File: src/rtl/param_counter_if.sv
// Control and status bundle for param_counter; master drives controls, slave owns the counter.
// No valid/ready: every control is level-sampled on each rising clk edge and every status output is valid on every cycle.
interface param_counter_if #(
  parameter int WIDTH = 8
) ();
  logic             en;
  logic             up_dn;
  logic             sat;
  logic             load;
  logic [WIDTH-1:0] load_val;
  logic [WIDTH-1:0] modulus;
  logic             clr_ovf;
  logic [WIDTH-1:0] count;
  logic             tc;
  logic             ovf;

  modport master (
    output en, up_dn, sat, load, load_val, modulus, clr_ovf,
    input  count, tc, ovf
  );

  modport slave (
    input  en, up_dn, sat, load, load_val, modulus, clr_ovf,
    output count, tc, ovf
  );
endinterface

File: src/rtl/param_counter.sv
// Up/down counter over 0..modulus with load, wrap/saturate, tc pulse and sticky ovf.
// Optional step prescaler enabled by defining PARAM_COUNTER_PRESCALE_EN.
module param_counter #(
  parameter int WIDTH    = 8,
  parameter int PRESCALE = 4
) (
  input logic           clk,
  input logic           rst,
  param_counter_if.slave bus
);
  logic [WIDTH-1:0] count_q, count_d;
  logic             tc_q, tc_d;
  logic             ovf_q, ovf_d;
  logic             step_due;
  logic             at_boundary;

  if (WIDTH < 1 || PRESCALE < 1) begin : g_bad_params
  end

`ifdef PARAM_COUNTER_PRESCALE_EN
  localparam int PW = (PRESCALE > 1) ? $clog2(PRESCALE) : 1;
  localparam logic [PW-1:0] PRE_LAST = PW'(PRESCALE - 1);

  logic [PW-1:0] pre_q, pre_d;

  // Only enabled cycles advance the prescaler; the wrap cycle is the step cycle.
  always_comb begin
    pre_d    = pre_q;
    step_due = 1'b0;
    if (bus.load) begin
      pre_d = '0;
    end else if (bus.en) begin
      if (pre_q == PRE_LAST) begin
        pre_d    = '0;
        step_due = 1'b1;
      end else begin
        pre_d = pre_q + PW'(1);
      end
    end
  end

  always_ff @(posedge clk or negedge rst) begin
    if (!rst) begin
      pre_q <= '0;
    end else begin
      pre_q <= pre_d;
    end
  end
`else
  assign step_due = bus.en;
`endif

  // Up uses >= so a count parked above a lowered modulus still counts as the boundary.
  assign at_boundary = bus.up_dn ? (count_q >= bus.modulus) : (count_q == '0);

  always_comb begin
    count_d = count_q;
    tc_d    = 1'b0;
    ovf_d   = ovf_q & ~bus.clr_ovf;
    if (bus.load) begin
      count_d = (bus.load_val > bus.modulus) ? bus.modulus : bus.load_val;
    end else if (step_due) begin
      if (at_boundary) begin
        tc_d  = 1'b1;
        ovf_d = 1'b1;
        if (bus.up_dn) begin
          count_d = bus.sat ? bus.modulus : '0;
        end else begin
          count_d = bus.sat ? '0 : bus.modulus;
        end
      end else begin
        count_d = bus.up_dn ? (count_q + WIDTH'(1)) : (count_q - WIDTH'(1));
      end
    end
  end

  always_ff @(posedge clk or negedge rst) begin
    if (!rst) begin
      count_q <= '0;
      tc_q    <= 1'b0;
      ovf_q   <= 1'b0;
    end else begin
      count_q <= count_d;
      tc_q    <= tc_d;
      ovf_q   <= ovf_d;
    end
  end

  assign bus.count = count_q;
  assign bus.tc    = tc_q;
  assign bus.ovf   = ovf_q;
endmodule

File: src/flat_wrapper.sv
// flat-port wrapper written by rule: the top's interface ports become plain ports
module param_counter_flat 
#(
  parameter int WIDTH    = 8,
  parameter int PRESCALE = 4
)
  (clk, rst, bus_en, bus_up_dn, bus_sat, bus_load, bus_load_val, bus_modulus, bus_clr_ovf, bus_count, bus_tc, bus_ovf);
  param_counter_if #(.WIDTH(WIDTH)) bus_i ();
  input logic clk;
  input logic rst;
  input wire logic [$bits(bus_i.en)-1:0] bus_en;
  input wire logic [$bits(bus_i.up_dn)-1:0] bus_up_dn;
  input wire logic [$bits(bus_i.sat)-1:0] bus_sat;
  input wire logic [$bits(bus_i.load)-1:0] bus_load;
  input wire logic [$bits(bus_i.load_val)-1:0] bus_load_val;
  input wire logic [$bits(bus_i.modulus)-1:0] bus_modulus;
  input wire logic [$bits(bus_i.clr_ovf)-1:0] bus_clr_ovf;
  output wire logic [$bits(bus_i.count)-1:0] bus_count;
  output wire logic [$bits(bus_i.tc)-1:0] bus_tc;
  output wire logic [$bits(bus_i.ovf)-1:0] bus_ovf;
  assign bus_i.en = bus_en;
  assign bus_i.up_dn = bus_up_dn;
  assign bus_i.sat = bus_sat;
  assign bus_i.load = bus_load;
  assign bus_i.load_val = bus_load_val;
  assign bus_i.modulus = bus_modulus;
  assign bus_i.clr_ovf = bus_clr_ovf;
  assign bus_count = bus_i.count;
  assign bus_tc = bus_i.tc;
  assign bus_ovf = bus_i.ovf;
  param_counter #(.WIDTH(WIDTH), .PRESCALE(PRESCALE)) u_core (.clk(clk), .rst(rst), .bus(bus_i));
endmodule
File: config.mk
export PLATFORM = sky130hd
export DESIGN_NAME = param_counter_flat
export DESIGN_NICKNAME = d
export VERILOG_FILES = /design/src/rtl/param_counter_if.sv /design/src/rtl/param_counter.sv /design/src/flat_wrapper.sv
export SDC_FILE = /design/constraint.sdc
export NUM_CORES = 1
export LEC_CHECK = 0
export ABC_AREA = 1
export BUFFER_PORTS_ARGS = -buffer_cell sky130_fd_sc_hd__buf_2
export CORE_MARGIN = 4
export CORE_UTILIZATION = 49
export CTS_CLUSTER_SIZE = 40
export DETAILED_ROUTE_END_ITERATION = 16
export PLACE_DENSITY_LB_ADDON = 0.15
export SLEW_MARGIN = 20
export SYNTH_ARGS = -nofsm -noshare
export SYNTH_HDL_FRONTEND = slang
export SYNTH_SLANG_ARGS = --single-unit
File: constraint.sdc
create_clock -name clk -period 1.8 [get_ports clk]
set_input_delay 0.18 -clock clk [delete_from_list [all_inputs] [get_ports clk]]
set_output_delay 0.18 -clock clk [all_outputs]
set_load 0.05 [all_outputs]
**Word-level counts from Yosys, hierarchy flattened**

Index checks and enable logic that the tools add are counted.

- Register bits after elaboration: 10
- Latch bits: 0
- Bits in writable memories: 0
- Memory bits (read-only): 0
- Input port bits: 23
- Word-level logic and storage cells: 26
- Memories: 0

- Add/subtract/negate cells: 2
- $mul: 0
- Div/mod/pow operators: 0
- Order comparisons: 2
- Eq/ne operators: 0
- Shift operators: 0
- Mux-type cells: 15
- Bitwise operators: 2
- Reduce and logical (&&, ||, !) cells: 2

Operator list:

| operator | number |
|---|---|
| 8-bit 2-to-1 mux | 8 |
| 8-bit by 1-bit adder with 8-bit output (second input constant) | 1 |
| 8-bit >= comparator | 1 |
| 8-bit greater-than comparator | 1 |
| 8-bit logical NOT | 1 |
| 8-bit by 1-bit subtractor with 8-bit output (second input constant) | 1 |
| 1-bit 2-to-1 mux | 7 |
| 2-bit nonzero test | 1 |
| 1-bit bitwise AND | 1 |
| 1-bit NOT | 1 |

**Longest topological paths before layout**

Gate-level depths: netlist of run 1.

- Word-level depth: 5
- Depth in mapped cells: 16
- Depth with buffers taken out: 16

**Least setup slack after synthesis of run 1**

No wires, ideal clock.

- Path type: register to register
- Start: register u_core.count_q[0], in the netlist u_core.bus.count[0]
- End: register u_core.count_q[0], in the netlist u_core.bus.count[0]
- Setup time: 0.118 ns
- Data arrival time: 1.893 ns
- Data required time: 1.682 ns
- Slack: -0.211 ns
- Stages on the path, launching flop included: 17
- Period minus slack after synthesis: 2.011 ns
- Cells stage by stage: dfrtp_1 > inv_1 > ha_1 > inv_1 > nand2_1 > nand2_1 > nand2_1 > nand2_1 > nand2_1 > nand2_1 > nand2_4 > nand2_8 > nand2_1 > nand3_1 > nand2_1 > nand2_1 > nand2_1

- Word-level cells in the longest chain between the ends: 5

RTL lines:

| item | line | text |
|---|---|---|
| from (decl) | param_counter.sv:11 | `logic [WIDTH-1:0] count_q, count_d;` |
| from (signal assigned) | param_counter.sv:83 | `count_q <= count_d;` |
| 8-bit by 1-bit subtractor with 8-bit output (tied with other cells) | param_counter.sv:72 | `count_d = bus.up_dn ? (count_q + WIDTH'(1)) : (count_q - WIDTH'(1));` |
| 8-bit 2-to-1 mux or 1-bit 2-to-1 mux (tied branches) | param_counter.sv:72, param_counter.sv:54 |  |
| 8-bit 2-to-1 mux * | param_counter.sv:63 | `if (at_boundary) begin` |
| 8-bit 2-to-1 mux * | param_counter.sv:62 | `end else if (step_due) begin` |
| 8-bit 2-to-1 mux * | param_counter.sv:60 | `if (bus.load) begin` |

Every way passes the cells marked *; elsewhere a longest branch is shown, timed or not. The select of a mux whose other input is x is not followed.
A chain may end at the register's enable or synchronous reset.

**Worst setup path after layout of run 1**

- Start: register u_core.count_q[6], in the netlist u_core.bus.count[6]
- End: register u_core.count_q[5], in the netlist u_core.bus.count[5]

- Word-level cells in the longest chain between the ends: 5

RTL lines:

| item | line | text |
|---|---|---|
| 8-bit >= comparator or 8-bit logical NOT (tied branches) | param_counter.sv:54 | `assign at_boundary = bus.up_dn ? (count_q >= bus.modulus) : (count_q == '0);` |
| 1-bit 2-to-1 mux * | param_counter.sv:54 |  |
| 8-bit 2-to-1 mux * | param_counter.sv:63 |  |
| 8-bit 2-to-1 mux * | param_counter.sv:62 |  |
| 8-bit 2-to-1 mux * | param_counter.sv:60 |  |

Marked as above.

==> qor.txt, run 1 <==
Worst Hold Class: in2reg
CTS tree: built
CP Cell Sequence: ha_1 > nand2_1 > nor2_2 > nand2_2 > nand2_4 > buf_6 > nand3_1 > nand2_1 > nand2_1 > a21oi_2
VDD IR-drop max: 0.2976 mV
root buffer cell: clkbuf_4
pwr dens: 806.3 nW/um^2
Final Hold Fails: 0
synthesized instance count: 246
Clock Pin Slew Worst Setup and Hold Paths: 70 ps
Max Freq: 0.5701 GHz
largest net degree at the start of global routing: 16
M2 GR Usage: 34.32%
leak pwr: 1.098 nW
Clock Tree Buf Depth: 2
startpoint types: register
first-pass GRT wire length: 6734 microns
Rows: 20
Critical Path End Type: register
vias in the first global route: 1557
core area: 3028 sq um
Critical path origin: u_core.bus.count[6]
placer's final routability congestion estimate: 0.8618
Critical-path top delay cell: dfrtp_2
CP max FO: 7
sequential share of the synthesized area: 16.21%
area growth from synthesis to layout: 28.93%
CP peak stage delay: 450 ps
r2r endpoint: u_core.bus.count[5]
Yosys cell types: 26
Max-slew headroom: 62.01%
flop-to-flop setup slack: 50 ps
Final Util: 65.74%
port bufs: 32
drt pass-1 iters: 4
Setup CP Type: reg2reg
Synth warnings: 0
number of max-cap violations: 0
grt peak-use layer: met2
RSZ-0062 raised after global routing: true
Vias/cell: 4.944
layout cells sized above 1: 34.68%
# clock sinks: 10
met1 GRT Util: 26.27%
flops & latches, synth: 10
die area: 4113 sq um
worst r2r src: u_core.bus.count[6]
worst slew pin tran: 567.8 ps
Starting Density: 50.99%
Residual DRC: 0
Power, Total: 1.605 mW
CTS H-tree lvls: 1
Initial DRC Count: 65
worst setup path end: u_core.bus.count[5]
synthesized area per cell: 6.276 sq um
setup violators final: 0
Mapped Nets: 292
Most common cell on crit path: nand2_1
status: complete, no violations
DIE WIDTH: 64.14 microns
Clk Latency, worst-skew pair: 270 ps
multi-input logic area: 1235 sq um
Wirelength per Cell: 11.52 microns
commonest non-fill, non-tap cell in the layout: nand2_1
Mapped Area: 1544 sq um
highest-count cells in the layout ignoring fill and taps: 65 x nand2_1, 35 x nor2_1, 32 x buf_2
Max Slew Vio Count: 0
register area: 259.0 sq um
Layout Nets: 344
grt total ovfl: 0
Arr. time, crit path: 1960 ps
drt total wl: 3929 microns
Die H: 64.14 microns
Worst Path Required: 2000 ps
initial antenna violation count: 0
number of top-level pins: 33
DP Wirelength: 3176 microns
fill cell count: 317
routed via count: 1686
TritonCTS buffer count: 3
met3 GRT Util: 2.109%
Total GRT Usage: 19.74%
clk_skew: 8.837 ps
Tmin final: 1754 ps
Tcrit/Tclk final: 97.46%
Inserted Diodes: 0
worst r2r path cells: 10
Post-DRT Antenna Nets: 0
[kinds of logic after synthesis]
family	after synthesis	share of synthesized area (%)
compound gates	22	8.995
buf+inv	32	8.185
xor+xnor	5	2.836
flops	10	16.21
fa+ha+maj	23	19.12
simple gates	154	44.65
[worst min path at each step]
stage	end	startpoint	slack [ps]	cells after the start
detailed placement	u_core.bus.tc	rst	60	1
finish	u_core.bus.ovf	bus_clr_ovf	100	2
global placement	u_core.bus.tc	rst	60	1
floorplan	u_core.bus.count[0]	rst	-120	0
global route	u_core.bus.ovf	bus_clr_ovf	90	2
CTS	u_core.bus.ovf	bus_clr_ovf	100	2
[state kept, by name, summed over array words and instances (netlist names)]
register	flops
u_core.bus.count	8
u_core.bus.ovf	1
u_core.bus.tc	1
[worst max-delay path, delay by kind of cell, from the launching register on]
family / cells / cell delay [ps]
AND/OR/NAND/NOR: 7 / 690
flip-flops: 1 / 450
adder cells (fa/ha/maj): 1 / 290
buffers and inverters: 1 / 140
AO/OA/AOI/OAI: 1 / 130
[layout make-up]
| cell class | count | share of cell area (%) |
|---|---|---|
| Sequential cell | 10 | 13.01 |
| Clock buffer | 4 | 1.320 |
| Inverter | 29 | 5.468 |
| Tap cell | 44 | 2.766 |
| Multi-Input combinational cell | 205 | 62.04 |
| Timing Repair Buffer | 49 | 15.40 |
[cells in the mapped netlist]
cell,n,area [sq um]
a21oi_2,6,52.55
o21ai_1,1,5.000
fa_1,1,20.02
nand2_1,70,262.8
clkinv_1,1,3.750
nand2_8,1,20.02
inv_2,10,37.54
o22ai_1,1,6.260
nand2_2,8,50.05
ha_1,22,275.3
buf_2,2,10.01
xor2_1,4,35.03
inv_1,18,67.56
nand3_1,30,150.1
nor2_4,1,11.26
nand4_1,3,18.77
a21oi_1,12,60.06
nor2_2,1,6.260
nor2_1,37,138.9
nand2_4,1,11.26
nand4_2,1,12.51
dfrtp_1,10,250.2
buf_4,1,7.510
a21o_1,2,15.01
nand3b_1,1,7.510
xnor2_1,1,8.760
[stage by stage]
stage	TNS (ps)	setup WS [ps]	instance area (sq um)	cells	hold WS [ps]
6_report	0	45.80	1991	341	98.96
5_1_grt	-504.9	-97.68	1991	341	85.98
4_1_cts	0	44.67	1903	338	95.50
3_5_place_dp	-388.3	-103.1	1867	333	59.94
3_3_place_gp	-417.5	-104.7	1867	333	57.37
2_1_floorplan	-28.43	-28.43	1551	246	-115.6
[layer usage]
layer / wire length (microns) / up-vias
met2: 1942 / 40
met4: 73 / 0
met5: 0 / -
met1: 1741 / 734
li1: - / 904
met3: 172 / 8
[repair_timing]
item,in CTS,in global routing
endpoints found under the hold margin,10,0
endpoints found under the setup margin,0,8
gates resized for setup,0,20
hold buffers,1,0
setup buffers,0,2
[report_power, final]
part | switching [mW] | total (mW) | internal (mW) | leakage, nW
Clock | 0.0800 | 0.166 | 0.0857 | 0.0150
Sequential | 0.0708 | 0.345 | 0.274 | 0.114
Combinational | 0.670 | 1.09 | 0.424 | 0.969
(Power assumes the default switching activity.)
==> run 2: changes to the inputs <==
--- a/config.mk
+++ b/config.mk
@@ -7,6 +7,7 @@
 export LEC_CHECK = 0
 export ABC_AREA = 1
 export BUFFER_PORTS_ARGS = -buffer_cell sky130_fd_sc_hd__buf_2
+export CORE_ASPECT_RATIO = 1.2
 export CORE_MARGIN = 4
 export CORE_UTILIZATION = 49
 export CTS_CLUSTER_SIZE = 40
==> constraint.sdc (replaced) <==
create_clock -name clk -period 2.14 [get_ports clk]
set_input_delay 0.214 -clock clk [delete_from_list [all_inputs] [get_ports clk]]
set_output_delay 0.214 -clock clk [all_outputs]
set_load 0.05 [all_outputs]
==> qor.txt, run 2 (synthesis results as in run 1) <==
TritonCTS buffer count: 3
metal3 WL: 111 microns
Tmin final: 1759 ps
leak pwr: 1.035 nW
commonest non-fill, non-tap cell in the layout: nand2_1
CTS H-tree lvls: 1
Finished Cell Area: 1793 sq um
Worst Path Required: 2340 ps
RSZ-0062 raised after global routing: false
Initial DRC Count: 38
DP Wirelength: 3001 microns
# resized after CTS: 0
Power, Total: 1.260 mW
CP max FO: 5
Clock Pin Slew Worst Setup and Hold Paths: 70 ps
Starting Density: 50.53%
initial antenna violation count: 0
Top Metal Used: met4
Wirelength per Cell: 11.12 microns
VDD IR-drop max: 0.4456 mV
highest-count cells in the layout ignoring fill and taps: 70 x nand2_1, 37 x nor2_1, 32 x buf_2
die area: 4117 sq um
number of top-level pins: 33
Inserted Diodes: 0
M1 WL: 1612 microns
routed via count: 1585
Post-DRT Antenna Nets: 0
post-CTS setup repair buffer count: 0
placer's final routability congestion estimate: 0.9162
drt pass-1 iters: 6
largest net degree at the start of global routing: 16
met2 wire length: 1775 microns
Max Freq: 0.5684 GHz
Clk Latency, worst-skew pair: 270 ps
Arr. time, crit path: 1960 ps
Die H: 69.49 microns
clk_skew: 3.188 ps
root buffer cell: clkbuf_4
Residual DRC: 0
Setup CP Type: reg2reg
Critical Path End Type: register
grt total ovfl: 0
DIE WIDTH: 59.24 microns
number of max-cap violations: 0
Total GRT Usage: 18.91%
setup violators final: 0
Max-slew headroom: 64.58%
Max Slew Vio Count: 0
Rows: 22
startpoint types: register
Largest register FFs: 8
pwr dens: 702.6 nW/um^2
Layout Nets: 329
Tcrit/Tclk final: 82.22%
worst slew pin tran: 529.5 ps
Clock Tree Buf Depth: 2
status: complete, no violations
core area: 3055 sq um
port bufs: 32
# clock sinks: 10
CTS tree: built
drt total wl: 3537 microns
Final Hold Fails: 0
setup_tns: 0 ps
first-pass GRT wire length: 6299 microns
layout cells sized above 1: 23.76%
Final Util: 58.68%
Worst Hold Class: in2reg
vias in the first global route: 1467
Vias/cell: 4.984
dpl cell area: 1747 sq um
area growth from synthesis to layout: 16.13%
run 2: area by class of cell:
| type | count | area [sq um] |
|---|---|---|
| fill | 331 | 1262 |
| multi-input combinational | 204 | 1167 |
| sequential | 10 | 250.2 |
| timing repair buffer | 35 | 185.2 |
| inverter | 29 | 108.9 |
| tap | 36 | 45.04 |
| clock buffer | 4 | 36.28 |
run 2: worst paths after layout:
| path | from | end | slack, ps | cells past startpoint |
|---|---|---|---|---|
| max in group asynchronous | rst | u_core.bus.count[1] | 1590 | 2 |
| min in group asynchronous | rst | u_core.bus.count[4] | 340 | 2 |
| setup / recovery | u_core.bus.count[2] | u_core.bus.count[5] | 380 | 10 |
| hold reg to reg | u_core.bus.ovf | u_core.bus.ovf | 530 | 2 |
| setup reg to reg | u_core.bus.count[2] | u_core.bus.count[5] | 380 | 10 |
| hold / removal | bus_clr_ovf | u_core.bus.ovf | 120 | 2 |
run 2: layer usage:
layer  GRT usage (%)  vias to the layer above
met5               0                        -
met4           5.038                        0
met3           1.117                        4
met2           32.81                       28
met1           24.57                      685
li1                -                      868
run 2: what timing repair did:
item | CTS | global route
setup endpoints to repair | 0 | 0
hold buffers | 1 | 0
hold endpoints to repair | 10 | 0
run 2: power breakdown:
group / total, mW / internal [mW] / switching (mW) / leakage (nW)
sequential: 0.277 / 0.225 / 0.0523 / 0.121
combinational: 0.807 / 0.283 / 0.525 / 0.893
clock: 0.175 / 0.103 / 0.0719 / 0.0210
total: 1.26 / 0.611 / 0.649 / 1.03
run 2: stage by stage:
stage                     hold WS [ps]  cells  setup WS (ps)
after floorplan                 -81.59    246          128.8
after global placement           101.2    313          225.7
after detailed placement         98.30    313          194.2
after CTS                        125.8    318          385.6
after global routing             129.9    318          204.9
final                            123.4    318          380.6
run 2: critical path: stages, from the launching register on:
cell	delay [ps]
dfrtp_1	440
ha_1	380
a21oi_1	170
nand2_1	120
nand3_1	120
nand3_1	80
nand2_1	90
nand2_2	50
nand2_1	50
nand2_1	70
a21oi_2	130
==> run 3: changes to the inputs <==
==> constraint.sdc (replaced) <==
create_clock -name clk -period 1.7 [get_ports clk]
set_input_delay 0.17 -clock clk [delete_from_list [all_inputs] [get_ports clk]]
set_output_delay 0.17 -clock clk [all_outputs]
set_load 0.05 [all_outputs]
==> qor.txt, run 3 (synthesis results as in run 1) <==
drt total wl: 4530 microns
Post-DRT Antenna Nets: 0
placer's final routability congestion estimate: 0.8923
Setup CP Type: reg2reg
routed via count: 1791
startpoint types: register
Arr. time, crit path: 1920 ps
Tcrit/Tclk final: 101.3%
hold path cells: 2
flop-to-flop setup slack: -20 ps
Clock Pin Slew Worst Setup and Hold Paths: 60 ps
clock share of power: 11.3%
largest net degree at the start of global routing: 16
Reg power frac: 18.6%
Worst Hold Class: in2reg
highest-count cells in the layout ignoring fill and taps: 65 x nand2_1, 35 x nor2_1, 32 x buf_2
Max Slew Vio Count: 0
Worst Path Required: 1900 ps
Final Util: 71.34%
pwr dens: 877.1 nW/um^2
initial antenna violation count: 0
CTS tree: built
Critical Path End Type: register
clk_skew: 0.4393 ps
Worst Hold End: u_core.bus.ovf
grt total ovfl: 0
pre-CTS setup slack: -62.22 ps
commonest non-fill, non-tap cell in the layout: nand2_1
port bufs: 32
fill cell count: 263
Total GRT Usage: 23.05%
number of top-level pins: 33
Die H: 69.49 microns
Clock Tree Buf Depth: 2
Inserted Diodes: 0
setup_tns: -46.84 ps
M1 WL: 1892 microns
Residual DRC: 0
internal power: 0.9669 mW
worst r2r path cells: 13
Finished Cell Area: 2180 sq um
CTS H-tree lvls: 1
number of max-cap violations: 0
layout cells sized above 1: 40.84%
setup ws final: -21.64 ps
Sw Share: 49.42%
vias in the first global route: 1829
root buffer cell: clkbuf_4
die area: 4117 sq um
leak pwr: 1.181 nW
Tmin final: 1722 ps
min-delay src: bus_clr_ovf
Rows: 22
Vias/cell: 5.161
status: finished, violations left
Max Freq: 0.5808 GHz
failing checks: negative setup slack
worst r2r src: u_core.bus.count[2]
VDD IR-drop max: 0.4800 mV
area growth from synthesis to layout: 41.17%
Clk Latency, worst-skew pair: 270 ps
Layout Nets: 358
Starting Density: 50.53%
metal3 WL: 166 microns
DIE WIDTH: 59.24 microns
TritonCTS buffer count: 3
Power, Total: 1.912 mW
CP max FO: 5
combinational power share: 70.0%
DP Wirelength: 3363 microns
RSZ-0062 raised after global routing: true
Final Hold Fails: 0
# clock sinks: 10
Largest register FFs: 8
first-pass GRT wire length: 7569 microns
met2 wire length: 2235 microns
Initial DRC Count: 68
drt pass-1 iters: 4
Wirelength per Cell: 13.05 microns
Max-slew headroom: 71.31%
setup violators final: 3
Top Metal Used: met4
r2r endpoint: u_core.bus.count[2]
Switching Power: 0.9448 mW
core area: 3055 sq um
dpl cell area: 1892 sq um
worst slew pin tran: 428.9 ps
[run 3: changes by cell type in the layout (fill, tap and decap cells not counted), sizes merged]
cell and delta:
buf +28, nand2 +1
[run 3: metrics by stage]
| stage | instances | hold slack, ps |
|---|---|---|
| 2_1_floorplan | 246 | -125.6 |
| 3_3_place_gp | 329 | 46.77 |
| 3_5_place_dp | 329 | 45.35 |
| 4_1_cts | 344 | 67.69 |
| 5_1_grt | 347 | 84.63 |
| 6_report | 347 | 78.34 |
[run 3: repair_timing]
item,in CTS,in global routing
gates cloned,1,0
pin swaps,4,8
setup endpoints to repair,8,10
hold buffers,1,0
endpoints found under the hold margin,10,0
gates resized for setup,11,15
setup buffers,9,3
[run 3: worst max-delay path: stages (launching register included)]
cell	delay, ps
dfrtp_2	460
ha_1	300
nand2_1	80
inv_2	30
nand2_1	60
nand2_2	60
nand2_2	90
nand2_4	80
nand2_8	80
buf_6	110
nand2_2	60
nand2_2	60
nand2_2	50
a21oi_2	120
[run 3: power by group through the flow]
stage               sequential [mW]  clock [mW]  combinational, mW
finish                        0.356       0.216               1.34
global route                  0.363       0.228               1.48
CTS                           0.352       0.220               1.23
detailed placement            0.364           0               1.10
global placement              0.363           0               1.09
floorplan                     0.517           0              0.637
[run 3: how the worst max path moves through the flow]
stage,from,end,cells past startpoint
global placement,u_core.bus.count[0],u_core.bus.count[7],15
finish,u_core.bus.count[2],u_core.bus.count[2],13
detailed placement,u_core.bus.count[0],u_core.bus.count[7],15
CTS,u_core.bus.count[2],u_core.bus.count[7],10
global route,u_core.bus.count[3],u_core.bus.count[4],10
floorplan,u_core.bus.count[0],u_core.bus.count[1],15
[run 3: layout make-up]
cell class	count	area, sq um	area share [%]
Multi-Input combinational cell	205	1301	59.70
Inverter	29	108.9	4.994
Sequential cell	10	260.3	11.94
Timing Repair Buffer	63	427.9	19.63
Tap cell	36	45.04	2.067
Clock buffer	4	36.28	1.665
[run 3: routing by layer]
layer,vias to the layer above,global-route usage [%]
met1,791,25.95
met3,20,1.862
met5,-,0
li1,930,-
met4,0,13.60
met2,50,40.34
